<file path="src/rtl/step_pkg.sv">
// step_pkg: shared encodings for the step arbiter.
// Progress states, command opcodes and the STEP successor.
package step_pkg;

  typedef enum logic [2:0] {
    S0 = 3'b000,
    S1 = 3'b001,
    S2 = 3'b010,
    S3 = 3'b011,
    S4 = 3'b100
  } state_e;

  localparam logic OP_STEP  = 1'b0;
  localparam logic OP_CLEAR = 1'b1;

  // Successor of a STEP; S4 saturates, illegal codes fall to S0.
  function automatic logic [2:0] step_next(
    input logic [2:0] s
  );
    logic [2:0] n;
    case (s)
      S0:      n = S1;
      S1:      n = S2;
      S2:      n = S3;
      S3:      n = S4;
      S4:      n = S4;
      default: n = S0;
    endcase
    return n;
  endfunction

endpackage

</file>
<file path="src/rtl/rr_arb2.sv">
// rr_arb2: two-way round-robin grant decision.
// Masked requesters are ineligible; pointer moves past each winner.
module rr_arb2 (
  input  logic       clk,
  input  logic       rst,
  input  logic [1:0] req,
  input  logic [1:0] mask,
  output logic [1:0] gnt
);

  logic       ptr_q;
  logic       ptr_d;
  logic [1:0] elig;

  // Pick a winner; on a tie the pointer decides, then flips.
  always_comb begin
    elig  = req & ~mask;
    gnt   = 2'b00;
    ptr_d = ptr_q;
    unique case (1'b1)
      (elig == 2'b11): gnt = ptr_q ? 2'b10 : 2'b01;
      (elig == 2'b01): gnt = 2'b01;
      (elig == 2'b10): gnt = 2'b10;
      default:         gnt = 2'b00;
    endcase
    if (|gnt) ptr_d = gnt[0];
  end

  // Pointer register; favours requester 0 out of reset.
  always_ff @(posedge clk or posedge rst) begin
    if (rst) ptr_q <= 1'b0;
    else     ptr_q <= ptr_d;
  end

endmodule

</file>
<file path="src/rtl/step_arbiter.sv">
// step_arbiter: two requesters share a S0..S4 progress counter.
// S4 can auto-release after a hold countdown.
module step_arbiter
  import step_pkg::*;
#(
  parameter int HOLD_CYCLES = 8,
  parameter int CNT_W       = 8
) (
  input  logic       clk,
  input  logic       rst,
  input  logic [1:0] req,
  input  logic [1:0] op,
  output logic [1:0] gnt,
  output logic [2:0] state,
  output logic       on,
  output logic       hold
);

  localparam logic HOLD_EN = (HOLD_CYCLES > 0);
  localparam logic [CNT_W-1:0] HOLD_LOAD =
    CNT_W'(HOLD_CYCLES > 0 ? HOLD_CYCLES - 1 : 0);

  logic [2:0]       state_q;
  logic [2:0]       state_d;
  logic [CNT_W-1:0] timer_q;
  logic [CNT_W-1:0] timer_d;
  logic [1:0]       gnt_q;
  logic [1:0]       gnt_d;
  logic [1:0]       mask;
  logic             legal;
  logic             in_s4;
  logic             cmd_v;
  logic             cmd_op;

  assign legal = (state_q <= S4);
  assign in_s4 = (state_q == S4);

  // A requester just granted is ignored this cycle; an illegal
  // state blocks everyone so recovery consumes no command.
  assign mask = gnt_q | {2{~legal}};

  rr_arb2 u_arb (
    .clk  (clk),
    .rst  (rst),
    .req  (req),
    .mask (mask),
    .gnt  (gnt_d)
  );

  // Next state: illegal recovery, then expiry, then the command.
  always_comb begin
    cmd_v   = |gnt_d;
    cmd_op  = gnt_d[1] ? op[1] : op[0];
    state_d = state_q;
    if (!legal) begin
      state_d = S0;
    end else if (in_s4 && HOLD_EN && timer_q == '0) begin
      state_d = S0;
    end else if (cmd_v) begin
      state_d = (cmd_op == OP_STEP) ? step_next(state_q) : S0;
    end
  end

  // Timer loads on S4 entry, counts down while staying in S4.
  always_comb begin
    timer_d = '0;
    if (HOLD_EN && state_d == S4) begin
      timer_d = in_s4 ? timer_q - CNT_W'(1) : HOLD_LOAD;
    end
  end

  // State, timer and acknowledge registers.
  always_ff @(posedge clk or posedge rst) begin
    if (rst) begin
      state_q <= S0;
      timer_q <= '0;
      gnt_q   <= 2'b00;
    end else begin
      state_q <= state_d;
      timer_q <= timer_d;
      gnt_q   <= gnt_d;
    end
  end

  assign gnt   = gnt_q;
  assign state = state_q;
  assign on    = in_s4;
  assign hold  = in_s4 & HOLD_EN;

endmodule

</file>
<file path="config.mk">
export PLATFORM = sky130hd
export DESIGN_NAME = step_arbiter
export DESIGN_NICKNAME = d
export VERILOG_FILES = /design/src/rtl/step_pkg.sv /design/src/rtl/rr_arb2.sv /design/src/rtl/step_arbiter.sv
export SDC_FILE = /design/constraint.sdc
export NUM_CORES = 1
export LEC_CHECK = 0
export CORE_MARGIN = 3
export CORE_UTILIZATION = 40
export CTS_CLUSTER_SIZE = 20
export DETAILED_ROUTE_END_ITERATION = 10
export GPL_ROUTABILITY_DRIVEN = 1
export PLACE_DENSITY_LB_ADDON = 0.05
export SLEW_MARGIN = 15
export SYNTH_ARGS = -nofsm -noshare
export SYNTH_HDL_FRONTEND = slang
export SYNTH_SLANG_ARGS = --single-unit
export TNS_END_PERCENT = 10
</file>
<file path="constraint.sdc">
create_clock -name clk -period 1.92 [get_ports clk]
set_input_delay 0.48 -clock clk [delete_from_list [all_inputs] [get_ports clk]]
set_output_delay 0.48 -clock clk [all_outputs]
set_load 0.05 [all_outputs]
</file>
; After elaboration in Yosys (flattened, before gate mapping)
; Cells that the tools add are included.
[totals]
wordCells = 33
reg_bits = 14
output_inout_bits = 7
in_bits = 6
[classes]
magnitude_cmp = 1
bitwise_logic = 4
mux = 10
n_addsub = 1
n_eq_ne = 8
n_reduce_logical = 5
[ops]
columns = op, count
row1 = $mux 8, 2
row2 = $mux 3, 4
row3 = $pmux 3 s4, 1
row4 = $logic_not 8->1, 1
row5 = $sub 8x1->8 const B, 1
row6 = $eq 3x2->1 const B, 2
row7 = $eq 3x3->1 const B, 2
row8 = $pmux 2 s3, 1
row9 = $eq 2x2->1 const B, 2
row10 = $reduce_or 2->1, 2
row11 = $eq 3x1->1 const B, 1
row12 = $le 3x3->1 const B, 1
row13 = $logic_not 3->1, 1
row14 = $and 2x2->2, 1
row15 = $eq 2x1->1 const B, 1
row16 = $mux 2, 1
row17 = $not 2->2, 1
row18 = $or 2x2->2, 1
row19 = $logic_and 1x1->1, 1
row20 = $mux 1, 1
row21 = $not 1->1, 1

; Longest topological paths before layout
; Gate-level depths: netlist (run 1).
[depth]
depth_word = 14
depth_mapped = 6
ltp_nobuf = 6

; Hierarchy
; Synthesis (run 1) repeated with hierarchy kept, for this count alone.
[unflattened]
cells_unflattened = 81
hier_area_um2 = 823.3
[modules_own_cells]
columns = mod, cells_each, seq_area_each_um2, n_inst, area_each_um2
row1 = step_arbiter, 72, 325.3, 1, 742.0
row2 = rr_arb2, 9, 25.0, 1, 81.3

; Worst setup path after synthesis (run 1)
; OpenSTA, ideal clock, no wires.
[synth_timing]
path_kind = reg-to-output
start = register state_q[2], in the netlist state[2]
end = output port on
arrival_ps = 2557
path_buffers = 1
path_slack_ps = -1117
required_time_ps = 1440
stages_incl_launch_ff = 3
path_cell_list = dfrtp_1 -> nor3b_1 -> buf_4
[synth_via]
elab_chain_cells = 1
[synth_lines]
columns = element, line
row1 = from (decl), step_arbiter.sv:23  ; logic [2:0] state_q;
row2 = from (signal assigned), step_arbiter.sv:79  ; state_q <= state_d;
row3 = $eq 3x3->1, step_arbiter.sv:36  ; assign in_s4 = (state_q == S4);
row4 = to (decl), step_arbiter.sv:15  ; output logic on,
; No other way between the ends.

; Final worst setup path (run 1)
[layout_timing]
start = register state_q[0], in the netlist state[0]
end = output port hold
[layout_via]
elab_chain_cells = 1
[layout_lines]
columns = element, line
row1 = $eq 3x3->1, step_arbiter.sv:36
row2 = to (decl), step_arbiter.sv:16  ; output logic hold
; No other way between the ends.

==> reports/summary.txt, run 1 <==
=================================================================================
Initial antenna violation count                                                 0
HPWL reported at the end of detailed placement                       1190 microns
Post-Syn Instances                                                             72
GR Overflow Total                                                               0
Core ar.                                                             0.00161 sq mm
First-pass GRT wire length                                           2580 microns
Count of hold-fix buffers inserted at cts                                       0
Synth warn                                                                      0
Vias after detailed routing                                                   590
Post-layout net count                                                         101
Finish-stage setup viols                                                        0
Via/cell ratio                                                               5.04
Inst Count DP                                                                 113
Cells taking the most area after synthesis                           dfrtp_1, xnor2_1, nor2_1
I/O pin cnt                                                                    13
Clock slew seen by the registers of the worst setup and hold paths        0.09 ns
Critical setup path kind                                             flop to primary output
Post-detailed-route DRC marker count                                            0
Initial core utilization                                                    0.457
Most frequent cells after synthesis                                  dfrtp_1, nor2_1, nand2_1, xnor2_1, nand2b_1
Dominant cell by count in the synthesized netlist                         dfrtp_1
Cells along the critical path                                        nor3b_4, buf_12
Clock tree from TritonCTS                                                   built
Min Tclk post-route                                                       1.84 ns
Net count of the mapped netlist                                                79
Antenna Violating Nets Remaining                                                0
Number of non-filler instances in the completed layout                        117
Via count of the first global-routing pass                                    587
Number of DRC violations after detailed-routing iteration 0                     2
Placer's final routability congestion estimate                              0.825
Post CTS Setup Buffer Count                                                     0
Die height                                                           48.9 microns
Aggregate routed wire length                                         1500 microns
Mean cell area of the mapped netlist                                   10.2 sq um
Crit path buffers/inverters                                                     1
Routed WL per cell                                                   12.8 microns
Worst slack after detailed placement                                    -0.168 ns
Share of the clock period used by the worst path                            0.956
Outcome                                                              complete, no violations
Hold Crit Class                                                      flop to flop
Worst hold-check slack                                                   0.524 ns
Final standard cell utilization of the core                                 0.613
Max Fclk                                                                0.545 GHz
First-pass DRT Iterations                                                       2
CP peak stage delay                                                       0.47 ns
Yosys top cell by area                                                    dfrtp_1
Die area                                                             0.00239 sq mm
Port Buf Inserts                                                               12
Count of instances resized after the clock tree is built                        0
Gate family responsible for the most delay along the worst path        flip-flops
Slowest stage cell on the critical path                                   dfrtp_2
VDD IR-drop max                                                          0.741 mV
Crit path launch type                                                        flop
Static leakage                                                           0.444 nW
Die span in x                                                        48.9 microns
Worst path arrival time                                                   1.36 ns
GR Util All Layers                                                          0.143
Maximum number of buffers from clock root to sink                               2
Area post-placement                                                     946 sq um
Fraction of final layout cells with drive strength greater than 1           0.312
Most used flip-flop cell after synthesis                                  dfrtp_1
Final Hold Vio Count                                                            0
Fill cell count                                                               144
Slew at the pin closest to its max-slew limit                            0.532 ns
Power per standard cell area                                         1810 mW/mm^2
Fraction of the yosys area taken by sequential cells                        0.476
Number of flops mapped to enable cells by yosys                                 0
Worst-case setup margin in the final layout                             0.0844 ns
Post-synthesis cell type count                                                 29
Worst setup skew after layout                                          0.00279 ns
Clock network latency to the later pin of the worst-skew pair             0.28 ns
Max-capacitance violation count                                                 0
Area of all placed cells without fillers                                988 sq um
Core Rows                                                                      14
Type of destination of the critical path                             primary output
Root buffer cell                                                         clkbuf_4
Fraction of synthesized cell area taken by the top area cell type           0.476
Number of pins exceeding their max-slew limit in the final report               0
Relative slew slack                                                         0.645
Count of clock tree sinks                                                      14
Number of H-tree levels                                                         1
Post-synthesis sequential element count                                        14
Async SR Flop Fraction                                                       1.00
Antenna Diode Count                                                             0
Layout overhead on the synthesized area                                     34.4%
Pin count of the biggest net entering global routing                           15
RSZ-0062 raised after global routing                                        false
Netlist area before placement                                           736 sq um
Clock buffer count from CTS                                                     3
Critical path required time                                               1.44 ns
Worst Path Max Fanout                                                           7
=================================================================================
-- cell type report --
class | count | area, sq um | share of cell area
Tap cell | 24 | 30.0 | 0.0304
Timing Repair Buffer | 18 | 173 | 0.175
Multi-Input combinational cell | 54 | 384 | 0.389
Sequential cell | 14 | 354 | 0.358
Clock buffer | 4 | 36.3 | 0.0367
Inverter | 3 | 11.3 | 0.0114
-- path summary, 6_finish.rpt --
path                       depth (start not counted)        start    endpoint  slack [ns]
max                                                2     state[0]        hold        0.08
min                                                1   timer_q[0]  timer_q[0]        0.52
max reg2reg                                        4  u_arb.ptr_q  timer_q[0]        0.34
min reg2reg                                        1   timer_q[0]  timer_q[0]        0.52
max in group asynchronous                          2          rst    state[2]        1.01
min in group asynchronous                          2          rst  timer_q[0]        0.53
-- metal layers --
metal	part of all wire	global-route usage	vias up
met5	0	0	-
met4	0.026	0.0853	0
met3	0.025	0.0275	4
met2	0.49	0.240	9
met1	0.46	0.169	275
li1	-	-	302
-- logic make-up (layout without fill, tap and decap cells) --
kind of cell	after synthesis	in the layout	synth area share
multiplexers	1	1	0.0153
AO/OA/AOI/OAI	15	15	0.145
buffers and inverters	4	25	0.0255
AND/OR/NAND/NOR	32	32	0.262
adder cells (fa/ha/maj)	1	1	0.0170
flip-flops	14	14	0.476
XOR/XNOR	5	5	0.0595
-- flip-flops by register name, summed over array words and instances (netlist names) --
name         count
state            3
u_arb.ptr_q      1
timer_q          8
gnt              2
-- through the flow --
step                      total power, mW  TNS, ns
after floorplan                      1.29        0
after global placement               1.56   -0.813
after detailed placement             1.57    -1.05
after CTS                            1.79        0
after global routing                 1.93        0
final                                1.79        0
-- power by group --
group | switching (mW) | total, mW | internal [mW]
Combinational | 0.558 | 1.04 | 0.485
Clock | 0.0953 | 0.211 | 0.115
Sequential | 0.134 | 0.534 | 0.400
-- placed cells by master, fill, tap and decap left out --
cell type / instances
nor3b_4: 1
a32oi_2: 1
buf_12: 2
a211oi_1: 3
a21oi_1: 3
nand3_1: 1
dfrtp_2: 3
nand3_2: 1
nand2b_1: 4
nor2b_1: 2
a311oi_1: 1
and3_2: 1
a21boi_0: 1
a31oi_1: 1
a22oi_1: 1
nand3b_1: 1
o31ai_1: 1
or3b_4: 1
nand2_1: 5
nor4b_2: 1
clkbuf_8: 1
nor4b_1: 1
and3b_1: 1
clkdlybuf4s50_1: 5
o21ai_0: 3
dfrtp_1: 11
or4_4: 1
inv_1: 3
nor2_1: 10
mux2_2: 1
buf_4: 11
clkbuf_4: 3
ha_1: 1
nor4_2: 1
xnor2_1: 5
Note: power is estimated with default switching activity, not from simulation.
==> run 2, diff against run 1 <==
--- a/config.mk
+++ b/config.mk
@@ -5,6 +5,7 @@
 export SDC_FILE = /design/constraint.sdc
 export NUM_CORES = 1
 export LEC_CHECK = 0
+export CAP_MARGIN = 20
 export CORE_MARGIN = 3
 export CORE_UTILIZATION = 40
 export CTS_CLUSTER_SIZE = 20
==> results of run 2 <==
Same layout as run 1: the final DEF is identical, and so are final timing and power.
==> run 3, diff against run 2 <==
--- a/config.mk
+++ b/config.mk
@@ -8,6 +8,7 @@
 export CAP_MARGIN = 20
 export CORE_MARGIN = 3
 export CORE_UTILIZATION = 40
+export CTS_BUF_LIST = sky130_fd_sc_hd__clkbuf_8
 export CTS_CLUSTER_SIZE = 20
 export DETAILED_ROUTE_END_ITERATION = 10
 export GPL_ROUTABILITY_DRIVEN = 1
==> reports/summary.txt, run 3 (synthesis results as in run 1) <==
==================================================================================
I/O pin cnt                                                                     13   unchanged
Via count of the first global-routing pass                                     586   -0.17%
Worst hold-check slack                                                    0.521 ns   -0.00340 ns
Clock slew seen by the registers of the worst setup and hold paths         0.06 ns   -0.03 ns
First-pass GRT wire length                                            2560 microns   -0.81%
Area post-placement                                                      946 sq um   unchanged
Finish-stage setup viols                                                         0   unchanged
Number of non-filler instances in the completed layout                         117   unchanged
Crit path launch type                                                 primary input
Final Hold Vio Count                                                             0   unchanged
Number of pins exceeding their max-slew limit in the final report                0   unchanged
First-pass DRT Iterations                                                        2   unchanged
Worst Path Max Fanout                                                            5   -2
Root buffer cell                                                          clkbuf_8
Max-capacitance violation count                                                  0   unchanged
Outcome                                                               complete, no violations
Aggregate routed wire length                                          1500 microns   +0.27%
Initial antenna violation count                                                  0   unchanged
Count of hold-fix buffers inserted at cts                                        0   unchanged
Share of the clock period used by the worst path                             0.960   +0.00387
Worst slack after detailed placement                                     -0.168 ns   unchanged
Maximum number of buffers from clock root to sink                                2   unchanged
Count of clock tree sinks                                                       14   unchanged
VDD IR-drop max                                                           0.898 mV   +21%
Slew at the pin closest to its max-slew limit                             0.532 ns   +0.000428 ns
Fraction of final layout cells with drive strength greater than 1            0.312   unchanged
Min Tclk post-route                                                        1.84 ns   +0.00742 ns
Port Buf Inserts                                                                12   unchanged
Clock network latency to the later pin of the worst-skew pair              0.24 ns   -0.04 ns
Launch instance of the worst register-to-register path                 u_arb.ptr_q
Endpoint, Worst Hold                                                    timer_q[0]
Fill cell count                                                                143   -0.69%
Worst-case reg-to-reg path depth                                                 4   unchanged
Initial core utilization                                                     0.457   unchanged
Number of DRC violations after detailed-routing iteration 0                      6   +4
Worst flop-to-flop path endpoint                                        timer_q[0]
Power Total                                                                1.86 mW   +4.1%
Number of cells traversed by the worst hold path                                 1   unchanged
GR Util All Layers                                                           0.139   -0.00389
HPWL reported at the end of detailed placement                        1190 microns   unchanged
Worst min-delay path startpoint                                         timer_q[0]
Antenna Diode Count                                                              0   unchanged
Clock buffer count from CTS                                                      3   unchanged
Area of all placed cells without fillers                              0.00101 sq mm   +1.9%
RSZ-0062 raised after global routing                                          true
Worst setup skew after layout                                           0.00202 ns   -0.000762 ns
Critical path required time                                                2.07 ns   +0.63 ns
Power per standard cell area                                          1850 mW/mm^2   +2.2%
Top reg by flops                                                           timer_q
Core Rows                                                                       14   unchanged
Slowest stage cell on the critical path                               clkdlybuf4s50_1
Critical setup path kind                                              primary input to flop
Relative slew slack                                                          0.645   about the same
Static leakage                                                            0.452 nW   +1.7%
Commonest cells after routing, fill and taps aside                    dfrtp_1, buf_4, nor2_1
Placer's final routability congestion estimate                               0.825   unchanged
Die height                                                            48.9 microns   unchanged
Antenna Violating Nets Remaining                                                 0   unchanged
Clock tree from TritonCTS                                                    built
Pin count of the biggest net entering global routing                            15   unchanged
Type of destination of the critical path                                      flop
Max Fclk                                                                 0.543 GHz   -0.40%
Inst Count DP                                                                  113   unchanged
Die span in x                                                         48.9 microns   unchanged
GR Overflow Total                                                                0   unchanged
Register-to-register path setup slack                                      0.34 ns   about the same
Worst path arrival time                                                    1.99 ns   +0.63 ns
Die area                                                              0.00239 sq mm   unchanged
Vias after detailed routing                                                    586   -0.68%
Hold Crit Class                                                       flop to flop
Via/cell ratio                                                                5.01   -0.68%
Post-layout net count                                                          101   unchanged
CP peak stage delay                                                        0.47 ns   about the same
Flip-flop count of the largest register, all copies and words added              8   unchanged
Cells along the critical path                                         clkdlybuf4s50_1, or3b_4, a32oi_2, nand3_2, a211oi_1
Routed WL per cell                                                    12.8 microns   +0.27%
Post-detailed-route DRC marker count                                             0   unchanged
Worst-case setup margin in the final layout                              0.0770 ns   -0.00742 ns
Layout overhead on the synthesized area                                      36.9%
Number of H-tree levels                                                          1   unchanged
Core ar.                                                              0.00161 sq mm   unchanged
==================================================================================
-- run 3: repair_timing --
| item | in CTS | in global routing |
|---|---|---|
| setup buffers | 0 | 0 |
| resized for setup | 0 | 1 |
| endpoints found under the hold margin | 0 | 0 |
| setup endpoints to repair | 0 | 3 |
-- run 3: worst max path at each step --
stage,endpoint,depth (start not counted),start,slack [ns]
floorplan,on,2,state[2],0.00002
global placement,timer_q[1],5,req[0],-0.15
detailed placement,timer_q[0],5,req[0],-0.17
CTS,timer_q[0],5,req[0],0.08
global route,timer_q[3],5,req[0],-0.02
finish,timer_q[0],5,req[0],0.08
-- run 3: final cells by class --
class	instances	area, sq um	area share
clock buffer	4	55.1	0.0547
tap	24	30.0	0.0298
multi-input combinational	54	384	0.381
timing repair buffer	18	173	0.171
sequential	14	354	0.352
inverter	3	11.3	0.0112
-- run 3: through the flow --
stage	utilization	TNS, ns
after detailed placement	0.587	-1.05
after global placement	0.587	-0.813
after global routing	0.625	-0.0208
final	0.625	0
after floorplan	-	0
after CTS	0.621	0
-- run 3: power by group --
part | internal, mW | switching (mW) | leakage, nW
clock network | 0.181 | 0.100 | 0.0288
registers | 0.401 | 0.134 | 0.183
logic | 0.485 | 0.559 | 0.240
-- run 3: worst max-delay path: cells and delay by family --
| kind | cells | cell delay (ns) |
|---|---|---|
| and+or+nand+nor | 2 | 0.54 |
| AOI/OAI and AO/OA | 2 | 0.50 |
| buffers and inverters | 1 | 0.47 |
-- run 3: layer usage --
| layer | routed length (microns) | vias to the layer above | GRT usage |
|---|---|---|---|
| met3 | 40 | 2 | 0.0183 |
| met1 | 688 | 276 | 0.169 |
| met5 | 0 | - | 0 |
| met4 | 19 | 0 | 0.0711 |
| li1 | - | 301 | - |
| met2 | 754 | 7 | 0.240 |
